--- src/rtl/vscale_csr_arbiter.sv ---
// vscale_csr_arbiter: shares the single CSR-file port between core CSR instructions and HTIF PCR requests.
// Define CSR_ARB_STARVE_EN to bound how long continuous core traffic may hold off a queued host request.

`ifndef CSR_ADDR_WIDTH
`define CSR_ADDR_WIDTH 12
`endif
`ifndef CSR_CMD_WIDTH
`define CSR_CMD_WIDTH 3
`endif
`ifndef XPR_LEN
`define XPR_LEN 32
`endif
`ifndef HTIF_PCR_WIDTH
`define HTIF_PCR_WIDTH 64
`endif
`ifndef CSR_IDLE
`define CSR_IDLE 3'd0
`endif
`ifndef CSR_READ
`define CSR_READ 3'd4
`endif
`ifndef CSR_WRITE
`define CSR_WRITE 3'd5
`endif
`ifndef CSR_SET
`define CSR_SET 3'd6
`endif
`ifndef CSR_CLEAR
`define CSR_CLEAR 3'd7
`endif

module vscale_csr_arbiter #(
    parameter int MAX_CORE_WAIT = 4,
    parameter int WAIT_CNT_W    = 3
) (
    input  logic                         clk,
    input  logic                         reset,
    input  logic                         core_req,
    input  logic [`CSR_ADDR_WIDTH-1:0]   core_addr,
    input  logic [`CSR_CMD_WIDTH-1:0]    core_cmd,
    input  logic [`XPR_LEN-1:0]          core_wdata,
    output logic                         core_gnt,
    output logic [`XPR_LEN-1:0]          core_rdata,
    output logic                         core_illegal,
    input  logic                         host_req_valid,
    output logic                         host_req_ready,
    input  logic                         host_req_rw,
    input  logic [`CSR_ADDR_WIDTH-1:0]   host_req_addr,
    input  logic [`HTIF_PCR_WIDTH-1:0]   host_req_data,
    output logic                         host_resp_valid,
    input  logic                         host_resp_ready,
    output logic [`HTIF_PCR_WIDTH-1:0]   host_resp_data,
    output logic                         csr_req,
    output logic [`CSR_ADDR_WIDTH-1:0]   csr_addr,
    output logic [`CSR_CMD_WIDTH-1:0]    csr_cmd,
    output logic [`XPR_LEN-1:0]          csr_wdata,
    input  logic [`XPR_LEN-1:0]          csr_rdata,
    input  logic                         csr_illegal
);

    typedef enum logic [1:0] {
        ST_IDLE  = 2'd0,
        ST_ISSUE = 2'd1,
        ST_RESP  = 2'd2
    } state_t;

    state_t                          state_q, state_d;
    logic                            host_rw_q, host_rw_d;
    logic [`CSR_ADDR_WIDTH-1:0]      host_addr_q, host_addr_d;
    logic [31:0]                     host_data_q, host_data_d;
    logic                            req_ready_q, req_ready_d;
    logic                            resp_valid_q, resp_valid_d;
    logic [`HTIF_PCR_WIDTH-1:0]      resp_data_q, resp_data_d;
    logic                            host_issue_s;
    logic                            starve_s;
    logic                            unused_s;

    // Response word seen by the host: illegal flag just above the low 32 data bits.
    function automatic logic [`HTIF_PCR_WIDTH-1:0] pack_resp(input logic illegal,
                                                             input logic [`XPR_LEN-1:0] rdata);
        pack_resp = {31'b0, illegal, rdata[31:0]};
    endfunction

`ifdef CSR_ARB_STARVE_EN
    logic [WAIT_CNT_W-1:0] wait_cnt_q, wait_cnt_d;

    assign starve_s = (wait_cnt_q == WAIT_CNT_W'(MAX_CORE_WAIT));
    assign unused_s = ^host_req_data[`HTIF_PCR_WIDTH-1:32];

    // Count core grants that overtake a waiting host request.
    always_comb begin
        wait_cnt_d = wait_cnt_q;
        if (state_q == ST_ISSUE) begin
            if (host_issue_s) begin
                wait_cnt_d = {WAIT_CNT_W{1'b0}};
            end else if (core_gnt && !starve_s) begin
                wait_cnt_d = wait_cnt_q + {{(WAIT_CNT_W-1){1'b0}}, 1'b1};
            end else begin
                wait_cnt_d = wait_cnt_q;
            end
        end else begin
            wait_cnt_d = {WAIT_CNT_W{1'b0}};
        end
    end

    // Starvation counter register.
    always_ff @(posedge clk or negedge reset) begin
        if (!reset) begin
            wait_cnt_q <= {WAIT_CNT_W{1'b0}};
        end else begin
            wait_cnt_q <= wait_cnt_d;
        end
    end
`else
    assign starve_s = 1'b0;
    assign unused_s = ^{host_req_data[`HTIF_PCR_WIDTH-1:32], WAIT_CNT_W'(MAX_CORE_WAIT)};
`endif

    // Host takes the port when the core is quiet, or when the core has had its fill.
    always_comb begin
        host_issue_s = 1'b0;
        if (state_q == ST_ISSUE) begin
            host_issue_s = !core_req || starve_s;
        end else begin
            host_issue_s = 1'b0;
        end
    end

    // CSR port mux; the core path is zero-latency and mirrors core_* when idle.
    always_comb begin
        core_gnt  = 1'b0;
        csr_req   = 1'b0;
        csr_addr  = core_addr;
        csr_cmd   = core_cmd;
        csr_wdata = core_wdata;
        if (host_issue_s) begin
            csr_req   = 1'b1;
            csr_addr  = host_addr_q;
            csr_cmd   = host_rw_q ? `CSR_WRITE : `CSR_READ;
            csr_wdata = host_data_q;
        end else begin
            core_gnt  = core_req;
            csr_req   = core_req;
        end
    end

    assign core_rdata      = csr_rdata;
    assign core_illegal    = csr_illegal & core_gnt;
    assign host_req_ready  = req_ready_q;
    assign host_resp_valid = resp_valid_q;
    assign host_resp_data  = resp_data_q;

    // Host transaction sequencing: accept, issue, respond.
    always_comb begin
        state_d     = state_q;
        host_rw_d   = host_rw_q;
        host_addr_d = host_addr_q;
        host_data_d = host_data_q;
        resp_data_d = resp_data_q;
        case (state_q)
            ST_IDLE: begin
                if (host_req_valid) begin
                    state_d     = ST_ISSUE;
                    host_rw_d   = host_req_rw;
                    host_addr_d = host_req_addr;
                    host_data_d = host_req_data[31:0];
                end else begin
                    state_d     = ST_IDLE;
                end
            end
            ST_ISSUE: begin
                if (host_issue_s) begin
                    state_d     = ST_RESP;
                    resp_data_d = pack_resp(csr_illegal, csr_rdata);
                end else begin
                    state_d     = ST_ISSUE;
                end
            end
            ST_RESP: begin
                if (host_resp_ready) begin
                    state_d = ST_IDLE;
                end else begin
                    state_d = ST_RESP;
                end
            end
            default: begin
                state_d = ST_IDLE;
            end
        endcase
        req_ready_d  = (state_d == ST_IDLE);
        resp_valid_d = (state_d == ST_RESP);
    end

    // State, latched host request and response registers.
    always_ff @(posedge clk or negedge reset) begin
        if (!reset) begin
            state_q      <= ST_IDLE;
            host_rw_q    <= 1'b0;
            host_addr_q  <= {`CSR_ADDR_WIDTH{1'b0}};
            host_data_q  <= 32'h0000_0000;
            req_ready_q  <= 1'b1;
            resp_valid_q <= 1'b0;
            resp_data_q  <= {`HTIF_PCR_WIDTH{1'b0}};
        end else begin
            state_q      <= state_d;
            host_rw_q    <= host_rw_d;
            host_addr_q  <= host_addr_d;
            host_data_q  <= host_data_d;
            req_ready_q  <= req_ready_d;
            resp_valid_q <= resp_valid_d;
            resp_data_q  <= resp_data_d;
        end
    end

endmodule
--- config.mk ---
export PLATFORM = sky130hd
export DESIGN_NAME = vscale_csr_arbiter
export DESIGN_NICKNAME = d
export VERILOG_FILES = /design/src/rtl/vscale_csr_arbiter.sv
export SDC_FILE = /design/constraint.sdc
export NUM_CORES = 1
export LEC_CHECK = 0
export CAP_MARGIN = 20
export CORE_MARGIN = 4
export CORE_UTILIZATION = 33
export CTS_BUF_LIST = sky130_fd_sc_hd__clkbuf_2
export DETAILED_ROUTE_END_ITERATION = 12
export PLACE_DENSITY_LB_ADDON = 0.25
export SYNTH_ARGS = -nofsm -noshare
export SYNTH_HDL_FRONTEND = slang
export SYNTH_SLANG_ARGS = --single-unit
export TNS_END_PERCENT = 5
--- constraint.sdc ---
create_clock -name clk -period 1.5 [get_ports clk]
set_input_delay 0.3 -clock clk [delete_from_list [all_inputs] [get_ports clk]]
set_output_delay 0.3 -clock clk [all_outputs]
set_load 0.03 [all_outputs]
* Word level (Yosys, flattened, before mapping)
Cells that the tools add are included.
** Word-level totals
- Bits in registers :: 82
- Input bits :: 162
- Output and inout bits :: 148
** Operators by class
- Equality and inequality tests :: 3
- Multiplexer cells :: 11
- Bitwise gates (word level) :: 1
- Reductions and logical operators :: 5
** Operator list (number)
- $mux W32 :: 1
- $mux W12 :: 1
- $pmux W2 S3 :: 1
- $mux W1 :: 5
- $eq A2 B2 Y1 const B :: 2
- $logic_not A2 Y1 :: 2
- $mux W2 :: 2
- $reduce_and A2 Y1 :: 2
- $mux W3 :: 1
- $eq A2 B1 Y1 const B :: 1
- $and A1 B1 Y1 :: 1
- $logic_not A1 Y1 :: 1

* Depth between registers and ports, before layout
- Word-level depth :: 5
- Depth in mapped cells :: 4

* Least setup slack after synthesis
Ideal clock, no wire load.
- Path kind :: flip-flop to output port
- Start point :: reg state_q[1]
- End point :: out csr_addr[0]
- Arrival :: 1.349 ns
- Data required time :: 1.200 ns
- Path slack :: -0.149 ns
- Stages on the path, launching flop included :: 5
- Path through :: dfrtp_1 nor3b_2 buf_6 buf_12 mux2_4
** On the way
- Word-level cells in the longest chain between the ends :: 3
** Ends and longest elaborated chain
- start: declaration :: line 67 : state_t state_q, state_d;
- start signal: assignment :: line 205 : state_q <= state_d;
- $eq A2 B1 Y1 :: line 122 : if (state_q == ST_ISSUE) begin
- $mux W1 :: line 122
- $mux W12 :: line 136 : if (host_issue_s) begin
- end: declaration :: line 54 : output logic [`CSR_ADDR_WIDTH-1:0] csr_addr,
No other way between the ends.

* Worst setup path in the final report
Ends and elaborated chain as after synthesis.

==> metrics <==
CP cell instances=nor3b_4 > buf_6 > clkbuf_16 > mux2_4 > buf_2; HPWL Detailed=8500 um; synthesized flop and latch total=82; synthesis warning total=0; sink count of the clock tree=82; number of H-tree branching levels=3; maximum count of clock buffers along a single path=2; path length in cells of the critical path=5; CTS tree=done; global placement routability congestion=0.741; share of synthesized flip-flops with an asynchronous set or reset=100%; total grt overflow=0; arrival time at the worst endpoint=2.03 ns; final number of hold-violating endpoints=0; result of the run=complete, but fails checks; type of the most critical hold path=input pin to async pin; post-layout total power=0.0113 W; cell with the largest stage delay on the worst path=sky130_fd_sc_hd__dfrtp_1; later-pin clock latency in the skew report=0.54 ns; number of cells on the worst reg-to-reg path=6; Period minus WS final=2.33 ns; via density per instance=4.25; Netlist Area Pre-Place=4520 um2; number of global-route vias before repair=3302; number of DRC markers after the initial detailed-route iteration=100; Static Leakage=3.19 nW; WL final=11700 um; number of filler instances in the final layout=1153; number of routed nets with antenna violations=0; average routed wire per standard cell=16.5 um; required time of the critical path=1.20 ns; cell with the most instances after synthesis=sky130_fd_sc_hd__dfrtp_1; number of flops mapped to enable cells by yosys=0; Distinct cells, synth=21; area inside the core boundary=13300 um2; Worst VDD drop=0.923 mV; first-pass GRT wire length=17700 um; final clock period utilization by the worst path=155%; failing checks=negative setup slack; top area cells in the synthesized netlist=sky130_fd_sc_hd__dfrtp_1 (45%), sky130_fd_sc_hd__mux2_4 (25%), sky130_fd_sc_hd__mux2_2 (12%); buffers added on ports=246; number of placement rows=42; vias=3023; remaining design rule violation count=0; number of pins with negative max-slew slack in the final report=0; cell type group with the largest total delay on the critical path=buffers and inverters; I/O pin count=310; final setup fails=161; Synth top area share=44.8%; starting utilization of the core area=33.9%; layout overhead on the synthesized area=56.1%; Die ar.=15600 um2; library cell used as clock root buffer=sky130_fd_sc_hd__clkbuf_2; final setup skew=0.0311 ns; Max stage delay on crit path=0.47 ns; number of buffers inserted during clock tree synthesis=9; CP Buf/Inv Count=3; Global Route Usage Sum=14.3%; clock transition at the registers of the reported paths=0.22 ns; length of the first detailed-routing pass in iterations=4; most frequent cells after synthesis=sky130_fd_sc_hd__dfrtp_1 (81), sky130_fd_sc_hd__mux2_4 (76), sky130_fd_sc_hd__buf_4 (64), sky130_fd_sc_hd__mux2_2 (47), sky130_fd_sc_hd__buf_12 (8); unrepaired setup endpoints after global routing=true; maximum fanout encountered on the critical timing path=8; largest area contributor in the netlist=sky130_fd_sc_hd__dfrtp_1; antenna cell count=0; Avg Synthesized Cell Area=15.2 um2; total power divided by cell area=1610 nW/um2; Highest Clock Rate=0.429 GHz; net count of the finished layout=693; category of the critical setup timing path=flop to output pin; prevailing post-synth register cell=sky130_fd_sc_hd__dfrtp_1; largest net degree at the start of global routing=83; overall die height=125 um; critical path launch point type=flop; Worst setup EP type=output pin; worst path setup slack after routing=-0.831 ns; synthesized netlist cell count=298; number of maximum-capacitance constraint violations=0; share of cells above drive strength 1=53.4%; die width=125 um; number of antenna violations at the first check in global routing=0; sequential area share after synthesis=45.4%; hold slack=0.295 ns
==> final timing paths <==
kind | from | endpoint | slack, ns
min in group clk | host_req_addr[1] | host_addr_q[1]$_DFFE_PN0P_ | 0.35
setup reg to reg | state_q[1]$_DFF_PN0_ | host_resp_data[27]$_DFFE_PN0P_ | -0.31
hold reg to reg | host_data_q[23]$_DFFE_PN0P_ | host_data_q[23]$_DFFE_PN0P_ | 0.54
max in group asynchronous | reset | host_req_ready$_DFF_PN1_ | 0.81
setup / recovery | state_q[1]$_DFF_PN0_ | csr_addr[0] | -0.83
hold / removal | reset | host_data_q[10]$_DFFE_PN0P_ | 0.30
==> report_power, final <==
group / switching (W) / internal, W
logic: 0.00293 / 0.00324
clock network: 0.000762 / 0.000559
registers: 0.000607 / 0.00325
==> through the flow <==
stage          worst slack, ns  setup TNS [ns]  cells  utilization (%)  cell area (um2)
6_report                -0.831          -50.38    712             52.9             7060
5_1_grt                 -0.957          -64.42    712             52.9             7060
4_1_cts                 -0.968          -59.94    713             53.1             7080
3_5_place_dp             -1.14          -92.30    686             50.3             6720
3_3_place_gp             -1.12          -90.39    686             50.3             6720
2_1_floorplan           -0.129           -5.76    328                -             4640
==> flip-flops by register name, indices dropped and copies added (netlist names) <==
| name | flops |
|---|---|
| host_resp_data | 33 |
| host_data_q | 32 |
| host_rw_q | 1 |
| state_q | 2 |
| host_resp_valid | 1 |
| host_req_ready | 1 |
| host_addr_q | 12 |
==> worst min-delay path: stages <==
cell                            delay, ns
sky130_fd_sc_hd__dlygate4sd3_1       0.53
sky130_fd_sc_hd__buf_4               0.12
sky130_fd_sc_hd__buf_12              0.34
==> what timing repair did <==
item | in CTS | in global routing
endpoints found under the setup margin | 157 | 161
hold endpoints to repair | 81 | 0
gates resized for setup | 401 | 9
hold buffers | 1 | 0
gates cloned | 3 | 1
buffers inserted | 7 | 1
pin swaps | 2 | 1
==> layout make-up <==
| cell class | instances | area, um2 | share of cell area [%] |
|---|---|---|---|
| multi-input combinational | 167 | 1900 | 26.9 |
| timing repair buffer | 270 | 2750 | 38.9 |
| sequential | 82 | 2050 | 29.1 |
| tap | 176 | 220 | 3.12 |
| inverter | 1 | 3.75 | 0.0531 |
| clock buffer | 11 | 55.1 | 0.779 |
| clock inverter | 5 | 78.8 | 1.12 |
==> routing by layer <==
metal | vias up | share of wire (%) | routed length [um] | track usage, %
li1 | 1406 | - | - | -
met1 | 1441 | 40 | 4700 | 17.1
met2 | 161 | 50 | 5900 | 23.9
met3 | 15 | 7.4 | 869 | 4.09
met4 | 0 | 2.1 | 245 | 6.12
met5 | - | 0 | 0 | 0
==> layout by cell type (no fill, tap or decap), types with 2 or more instances in the layout <==
| master | synthesis | layout |
|---|---|---|
| sky130_fd_sc_hd__buf_4 | 64 | 43 |
| sky130_fd_sc_hd__buf_6 | 5 | 38 |
| sky130_fd_sc_hd__bufinv_16 | 0 | 2 |
| sky130_fd_sc_hd__buf_8 | 0 | 2 |
| sky130_fd_sc_hd__clkdlybuf4s50_1 | 0 | 127 |
| sky130_fd_sc_hd__clkbuf_2 | 0 | 11 |
| sky130_fd_sc_hd__clkdlybuf4s15_2 | 0 | 35 |
| sky130_fd_sc_hd__mux2_2 | 47 | 47 |
| sky130_fd_sc_hd__nor3b_4 | 0 | 2 |
| sky130_fd_sc_hd__clkinvlp_4 | 0 | 2 |
| sky130_fd_sc_hd__conb_1 | 1 | 31 |
| sky130_fd_sc_hd__mux2_4 | 76 | 76 |
| sky130_fd_sc_hd__dfrtp_1 | 81 | 81 |
| sky130_fd_sc_hd__buf_12 | 8 | 7 |
| sky130_fd_sc_hd__nor2_1 | 2 | 2 |
| sky130_fd_sc_hd__buf_16 | 0 | 2 |
| sky130_fd_sc_hd__buf_2 | 0 | 13 |
| sky130_fd_sc_hd__a21o_1 | 2 | 2 |
==> cell families after synthesis <==
| kind of cell | Yosys count | synth area share (%) |
|---|---|---|
| buffers and inverters | 79 | 15.6 |
| multiplexers | 124 | 37.1 |
| flip-flops | 82 | 45.4 |
| AND/OR/NAND/NOR | 8 | 1.19 |
| other | 1 | 0.0829 |
| AO/OA/AOI/OAI | 4 | 0.636 |
No activity file was read; power rests on OpenSTA's default activity.
